--- config.mk ---
export PLATFORM = sky130hd
export DESIGN_NAME = instr_decoder_irq
export DESIGN_NICKNAME = d
export VERILOG_FILES = /design/src/rtl/instr_decoder_irq.sv
export SDC_FILE = /design/constraint.sdc
export NUM_CORES = 1
export LEC_CHECK = 0
export ABC_CLOCK_PERIOD_IN_PS = 2370
export CAP_MARGIN = 20
export CORE_MARGIN = 10
export CORE_UTILIZATION = 30
export DETAILED_ROUTE_END_ITERATION = 7
export RECOVER_POWER = 100
export SLEW_MARGIN = 20
export SYNTH_ARGS = -nofsm -noshare
export SYNTH_HDL_FRONTEND = slang
export SYNTH_SLANG_ARGS = --single-unit
--- constraint.sdc ---
create_clock -name clk -period 2.37 [get_ports clk]
set_input_delay 0.3555 -clock clk [delete_from_list [all_inputs] [get_ports clk]]
set_output_delay 0.3555 -clock clk [all_outputs]
set_load 0.1 [all_outputs]
--- src/rtl/instr_decoder_irq.sv ---
// ---------------------------------------------------------------------------
// instr_decoder_irq
//
// Purpose:
//   Instruction register plus combinational decoder for the 8-bit datapath.
//   It sits between program memory and the datapath/ALU. It also contains a
//   small interrupt engine: a run of TRIG_COUNT consecutive TRIG_OP
//   instructions raises an interrupt request. The request is retired by
//   int_ack, and service ends when RETI_OP reaches the instruction register.
//
// Parameters:
//   TRIG_OP    opcode whose consecutive occurrences raise an interrupt
//   TRIG_COUNT number of consecutive TRIG_OP needed (>= 1)
//   RETI_OP    opcode that ends interrupt service
//   RESET_IR   value loaded into ir on reset (a NOP)
//
// Ports:
//   clk         in   rising-edge clock
//   sync_reset  in   asynchronous, active-high reset
//   next_instr  in   [7:0] instruction from program memory
//   stall       in   hold ir and insert a decode bubble
//   int_ack     in   interrupt acknowledge from the controller
//   ir          out  [7:0] instruction register
//   ir_nibble   out  [3:0] ir[3:0]
//   reg_en      out  [8:0] enables x0,x1,y0,y1,r,m,i,dm,o_reg (bits 0..8)
//   source_sel  out  [3:0] data-bus source select
//   i_sel       out  I operand select
//   x_sel       out  X operand select
//   y_sel       out  Y operand select
//   jmp         out  unconditional jump
//   jmp_nz      out  jump if not zero
//   int_req     out  registered interrupt request (high in PEND)
//   int_busy    out  registered, high in SERVICE
//   int_state   out  [1:0] FSM state: 0 IDLE, 1 PEND, 2 SERVICE
//   run_cnt     out  current trigger run count
//
// Handshake:
//   int_req is a level request. It rises the cycle after the last TRIG_OP of
//   a run occupies ir, and it stays high until int_ack is seen high at a
//   rising edge. At that same edge int_req falls and int_busy rises, and
//   both changes are visible from the next cycle. int_ack is only honoured
//   while a request is pending, and it is honoured even in stalled cycles.
//   int_busy stays high until RETI_OP occupies ir in a non-stalled cycle.
// ---------------------------------------------------------------------------
module instr_decoder_irq #(
    parameter logic [7:0]  TRIG_OP    = 8'hC8,
    parameter int unsigned TRIG_COUNT = 3,
    parameter logic [7:0]  RETI_OP    = 8'hDF,
    parameter logic [7:0]  RESET_IR   = 8'hCF,
    localparam int unsigned CNT_W     = $clog2(TRIG_COUNT + 1)
) (
    input  logic             clk,
    input  logic             sync_reset,
    input  logic [7:0]       next_instr,
    input  logic             stall,
    input  logic             int_ack,
    output logic [7:0]       ir,
    output logic [3:0]       ir_nibble,
    output logic [8:0]       reg_en,
    output logic [3:0]       source_sel,
    output logic             i_sel,
    output logic             x_sel,
    output logic             y_sel,
    output logic             jmp,
    output logic             jmp_nz,
    output logic             int_req,
    output logic             int_busy,
    output logic [1:0]       int_state,
    output logic [CNT_W-1:0] run_cnt
);

    // Register-enable bit positions
    localparam int unsigned EN_X0  = 0;
    localparam int unsigned EN_X1  = 1;
    localparam int unsigned EN_Y0  = 2;
    localparam int unsigned EN_Y1  = 3;
    localparam int unsigned EN_R   = 4;
    localparam int unsigned EN_M   = 5;
    localparam int unsigned EN_I   = 6;
    localparam int unsigned EN_DM  = 7;
    localparam int unsigned EN_OUT = 8;

    // Source-select codes that are not taken straight from ir[2:0]
    localparam logic [3:0] SRC_IMM    = 4'd8;   // immediate / load
    localparam logic [3:0] SRC_SELF   = 4'd9;   // move onto itself
    localparam logic [3:0] SRC_RESET  = 4'd10;  // driven while in reset

    localparam logic [CNT_W-1:0] RUN_LAST = CNT_W'(TRIG_COUNT - 1);

    typedef enum logic [1:0] {
        S_IDLE    = 2'd0,
        S_PEND    = 2'd1,
        S_SERVICE = 2'd2,
        S_BAD     = 2'd3
    } irq_state_t;

    // -----------------------------------------------------------------------
    // Storage
    // -----------------------------------------------------------------------
    logic [7:0]       ir_q;
    irq_state_t       state_q, state_d;
    logic [CNT_W-1:0] run_cnt_q, run_cnt_d;
    logic             int_req_q, int_req_d;
    logic             int_busy_q, int_busy_d;

    // Decoder intermediates (before stall/reset gating)
    logic [8:0]       dec_reg_en;
    logic [3:0]       dec_source_sel;
    logic             dec_jmp;
    logic             dec_jmp_nz;
    logic             dec_i_sel;

    // Maps a 3-bit destination field to its register enable(s).
    // Code 7 writes the data memory and also updates the index register.
    function automatic logic [8:0] dest_enable(input logic [2:0] dest);
        logic [8:0] en;
        en = '0;
        case (dest)
            3'd0: en[EN_X0]  = 1'b1;
            3'd1: en[EN_X1]  = 1'b1;
            3'd2: en[EN_Y0]  = 1'b1;
            3'd3: en[EN_Y1]  = 1'b1;
            3'd4: en[EN_OUT] = 1'b1;
            3'd5: en[EN_M]   = 1'b1;
            3'd6: en[EN_I]   = 1'b1;
            default: begin
                en[EN_DM] = 1'b1;
                en[EN_I]  = 1'b1;
            end
        endcase
        return en;
    endfunction

    // -----------------------------------------------------------------------
    // Instruction register: holds its value during a stall.
    // -----------------------------------------------------------------------
    always_ff @(posedge clk or posedge sync_reset) begin
        if (sync_reset) begin
            ir_q <= RESET_IR;
        end else if (!stall) begin
            ir_q <= next_instr;
        end
    end

    // -----------------------------------------------------------------------
    // Decoder (purely a function of ir_q)
    // -----------------------------------------------------------------------
    always_comb begin
        dec_reg_en     = '0;
        dec_source_sel = '0;
        if (!ir_q[7]) begin
            // Load immediate
            dec_reg_en     = dest_enable(ir_q[6:4]);
            dec_source_sel = SRC_IMM;
        end else if (ir_q[7:6] == 2'b10) begin
            // Register move. Source 7 (data memory) post-updates the index.
            dec_reg_en = dest_enable(ir_q[5:3]);
            if (ir_q[2:0] == 3'd7) begin
                dec_reg_en[EN_I] = 1'b1;
            end
            // A move onto itself selects a special source, except for the
            // output register, which keeps its plain source code 4.
            if (ir_q[5:3] == ir_q[2:0]) begin
                dec_source_sel = (ir_q[2:0] == 3'd4) ? 4'd4 : SRC_SELF;
            end else begin
                dec_source_sel = {1'b0, ir_q[2:0]};
            end
        end else if (ir_q[7:5] == 3'b110) begin
            // ALU operation: the result goes to r
            dec_reg_en[EN_R] = 1'b1;
            dec_source_sel   = {1'b0, ir_q[2:0]};
        end
    end

    assign dec_jmp    = (ir_q[7:4] == 4'b1110);
    assign dec_jmp_nz = (ir_q[7:4] == 4'b1111);
    assign dec_i_sel  = !((ir_q[7:4] == 4'b0110) || (ir_q[7:3] == 5'b10110));

    // Output gating. Reset forces a known, safe bus. A stall suppresses every
    // side effect (writes and jumps) but leaves the operand selects alone.
    always_comb begin
        reg_en     = dec_reg_en;
        source_sel = dec_source_sel;
        jmp        = dec_jmp;
        jmp_nz     = dec_jmp_nz;
        i_sel      = dec_i_sel;
        x_sel      = ir_q[4];
        y_sel      = ir_q[3];
        if (sync_reset) begin
            reg_en     = 9'h1FF;
            source_sel = SRC_RESET;
            jmp        = 1'b0;
            jmp_nz     = 1'b0;
            i_sel      = 1'b0;
            x_sel      = 1'b0;
            y_sel      = 1'b0;
        end else if (stall) begin
            reg_en = '0;
            jmp    = 1'b0;
            jmp_nz = 1'b0;
        end
    end

    // -----------------------------------------------------------------------
    // Interrupt FSM: state register
    // -----------------------------------------------------------------------
    always_ff @(posedge clk or posedge sync_reset) begin
        if (sync_reset) begin
            state_q    <= S_IDLE;
            run_cnt_q  <= '0;
            int_req_q  <= 1'b0;
            int_busy_q <= 1'b0;
        end else begin
            state_q    <= state_d;
            run_cnt_q  <= run_cnt_d;
            int_req_q  <= int_req_d;
            int_busy_q <= int_busy_d;
        end
    end

    // -----------------------------------------------------------------------
    // Interrupt FSM: next state
    // -----------------------------------------------------------------------
    // The FSM looks at ir_q, which is the instruction currently being
    // decoded. A stalled cycle repeats the same ir_q, so it must not count
    // again. The acknowledge is the only exception, because the controller
    // may answer while the pipeline is frozen.
    always_comb begin
        state_d   = state_q;
        run_cnt_d = run_cnt_q;
        case (state_q)
            S_IDLE: begin
                if (!stall) begin
                    if (ir_q == TRIG_OP) begin
                        if (run_cnt_q == RUN_LAST) begin
                            run_cnt_d = '0;
                            state_d   = S_PEND;
                        end else begin
                            run_cnt_d = run_cnt_q + CNT_W'(1);
                        end
                    end else begin
                        run_cnt_d = '0;
                    end
                end
            end
            S_PEND: begin
                run_cnt_d = '0;
                if (int_ack) begin
                    state_d = S_SERVICE;
                end
            end
            S_SERVICE: begin
                // A TRIG_OP seen here, even in the same cycle as RETI_OP,
                // does not start a new run.
                run_cnt_d = '0;
                if (!stall && (ir_q == RETI_OP)) begin
                    state_d = S_IDLE;
                end
            end
            default: begin
                state_d   = S_IDLE;
                run_cnt_d = '0;
            end
        endcase
    end

    // -----------------------------------------------------------------------
    // Interrupt FSM: outputs
    // -----------------------------------------------------------------------
    // The request and busy flags are taken from the next state, so the
    // registered outputs line up exactly with the state they describe.
    always_comb begin
        int_req_d  = (state_d == S_PEND);
        int_busy_d = (state_d == S_SERVICE);
    end

    assign ir        = ir_q;
    assign ir_nibble = ir_q[3:0];
    assign int_req   = int_req_q;
    assign int_busy  = int_busy_q;
    assign int_state = state_q;
    assign run_cnt   = run_cnt_q;

endmodule

==> qor.yml <==
sta:
  worst_slew_pin_slew_ns: 1.18
  clock_skew_ns: 0.00133
  hold_violations: 0
  timing.fmax_ghz: 0.440
  finalMaxSlewViolations: 0
  final.setup.tns_ns: 0
  fin_crit_sh: 0.958
  setup_violations: 0
  fin_crit_ns: 2.27
  max-slew-margin-rel: 0.215
  rsz0062_at_grt: "no"
logic_synthesis:
  synth_top_area_frac: 0.198
  synth_edf_count: 0
  synth.cell_area_um2: 1010
  synth_cell_types: 38
  ys_async_sr_fraction: 1.00
  synth_ff_type: "dfrtp_1"
  synth_warnings: 0
  synth_top_area_cell: "dfrtp_1"
  synth-seq-cells: 14
  syn-num-nets: 130
  ys_seq_area_frac: 0.354
  synth_area_per_cell_um2: 8.56
  synthTopCellsByArea: "dfrtp_1, dfstp_2, mux2_1"
  synthCells: 118
critical_path:
  critPathRequiredTime_ns: 2.01
  cp-end-kind: "primary output"
  cp.depth: 5
  worst-path-buf-inv: 1
  path_cells: "nor2b_2 > nand2_1 > o22ai_1 > a21oi_4 > buf_8"
  r2r_start: "ir[3]$_DFFE_PP1N_"
  start_kind: "flop"
  cp-endpoint: "i_sel"
  crit_type: "reg -> out"
  cp_max_fo: 12
  reg2reg_to: "run_cnt[1]$_DFFE_PP0P_"
  crit_slowest_cell: "dfstp_4"
  cpPeakStageDelay_ns: 0.70
  r2r_slack_ns: 0.41
  reg2reg_depth: 4
  cp-startpoint: "ir[7]$_DFFE_PP1N_"
  arrival_ns: 1.92
  critPathTopFamily: "flip-flops"
global_routing:
  grt_start_max_net_pins: 16
  grt_pass1_wl_mm: 5.12
  globalRouteOverflowTotal: 0
  antenna_found_initial: 0
  grt_usage: 0.100
  first_global_vias: 1038
run:
  max_cap_viol_count: 0
die:
  initial_utilization: 0.307
  dieArea_um2: 6090
  die_w_um: 78.0
  die_h_um: 78.0
  core-area_um2: 3280
  ios: 48
  rows: 21
clock_network:
  clockRootBuffer: "clkbuf_4"
  hold_buffers: 0
  cts_sinks: 14
  clock_latency_ns: 0.27
  cts_tree: "built"
  cts_buffer_depth: 2
  h-tree-depth: 1
  clk_pin_slew_ns: 0.09
  cts_buffers: 3
power:
  leakagePower_nw: 0.703
  irDropWorstVdd_mv: 0.425
  totalPowerFinal_mw: 1.06
  power_density_nw_per_um2: 631
hold_path:
  hold_path.class: "reg -> reg"
place:
  placement.io_buffers: 47
  dp_hpwl_mm: 2.61
  dp.cells: 204
  gp_congestion: 0.804
routing:
  vias_per_cell: 5.00
  drt_iter0_drc: 85
  firstDrtPassIters: 4
  wire_per_inst_um: 15.4
  routed_wl_mm: 3.22
  num_vias: 1046
  drcViolationCount: 0
  ant_nets: 0
finish:
  multi_input_area_um2: 711
  layout_common_cells: "clkbuf_2, nand2_1, clkdlybuf4s50_1, nor2_1"
  fin_cells: 209
  nets: 176
  final_layout_size_suffix_gt1_frac: 0.423
  layout_commonest_cell: "clkbuf_2"
  areaGrowthSynthToFinish_pct: 66.0
  regArea_um2: 378
  antenna_cells: 0
  fill_cells: 324
run_status:
  status: "finished clean"
registers in the layout, indices dropped and copies added, names as in the netlist:
name	cells
int_busy	1
int_req	1
int_state	2
ir	8
run_cnt	2
how the worst min path moves through the flow:
stage / startpoint / end / cells past startpoint / slack [ns]
4_1_cts: int_state[0]$_DFF_PP0_ / run_cnt[1]$_DFFE_PP0P_ / 1 / 0.58
6_report: int_state[0]$_DFF_PP0_ / run_cnt[0]$_DFFE_PP0P_ / 1 / 0.57
2_1_floorplan: sync_reset / int_busy$_DFF_PP0_ / 1 / 0.25
3_3_place_gp: int_state[0]$_DFF_PP0_ / run_cnt[1]$_DFFE_PP0P_ / 1 / 0.55
5_1_grt: int_state[0]$_DFF_PP0_ / run_cnt[0]$_DFFE_PP0P_ / 1 / 0.60
3_5_place_dp: int_state[0]$_DFF_PP0_ / run_cnt[1]$_DFFE_PP0P_ / 1 / 0.56
where the power goes:
| part | leakage [nW] | internal (mW) | switching, mW |
|---|---|---|---|
| sequential | 0.170 | 0.267 | 0.0523 |
| clock | 0.0210 | 0.0933 | 0.0773 |
| combinational | 0.513 | 0.148 | 0.421 |
kinds of logic after synthesis:
family,after synthesis,share of synthesized area
xor+xnor,2,0.0174
flops,14,0.354
simple gates,53,0.284
mux,11,0.119
buf+inv,14,0.0681
compound gates,24,0.157
cell type report:
type	instances	area share
Clock buffer	4	0.0216
Inverter	3	0.00672
Multi-Input combinational cell	90	0.424
Sequential cell	14	0.225
Tap cell	46	0.0343
Timing Repair Buffer	52	0.288
synthesized netlist by cell type, drive strengths merged (2+ instances only):
library cell / number
nand2: 15
nor2: 12
dfrtp: 8
mux2: 8
a21oi: 7
clkbuf: 6
dfstp: 6
buf: 5
nor2b: 5
nor3: 4
nor3b: 4
o21ai: 4
inv: 3
mux2i: 3
nand2b: 3
nand3: 3
a211oi: 2
a21o: 2
a31oi: 2
o31ai: 2
xor2: 2
worst reg2reg max path, stage by stage (launching register included):
cell and delay, ns:
dfstp_1 0.80, nand2_1 0.19, nor3b_1 0.45, nand4b_1 0.17, a211oi_1 0.26
routing by layer:
metal	GRT usage	routed length, µm	vias to the layer above
met5	0	0	-
met4	0.0323	43	0
met3	0.0456	277	8
met2	0.159	1480	42
met1	0.118	1420	491
li1	-	-	505
metrics by stage:
stage / hold WS (ns) / utilization / setup WS, ns / cell area, µm²
after global placement: 0.550 / 0.552 / 0.367 / 1810
after floorplan: 0.251 / - / -0.183 / 1200
after CTS: 0.575 / 0.563 / 0.0262 / 1850
after detailed placement: 0.559 / 0.552 / 0.336 / 1810
final: 0.567 / 0.510 / 0.0984 / 1680
after global routing: 0.604 / 0.510 / 0.0169 / 1680
what timing repair did:
item | CTS | global route
setup buffers | 0 | 1
gates resized for setup | 0 | 0
endpoints found under the setup margin | 0 | 1
(Power assumes the default switching activity.)
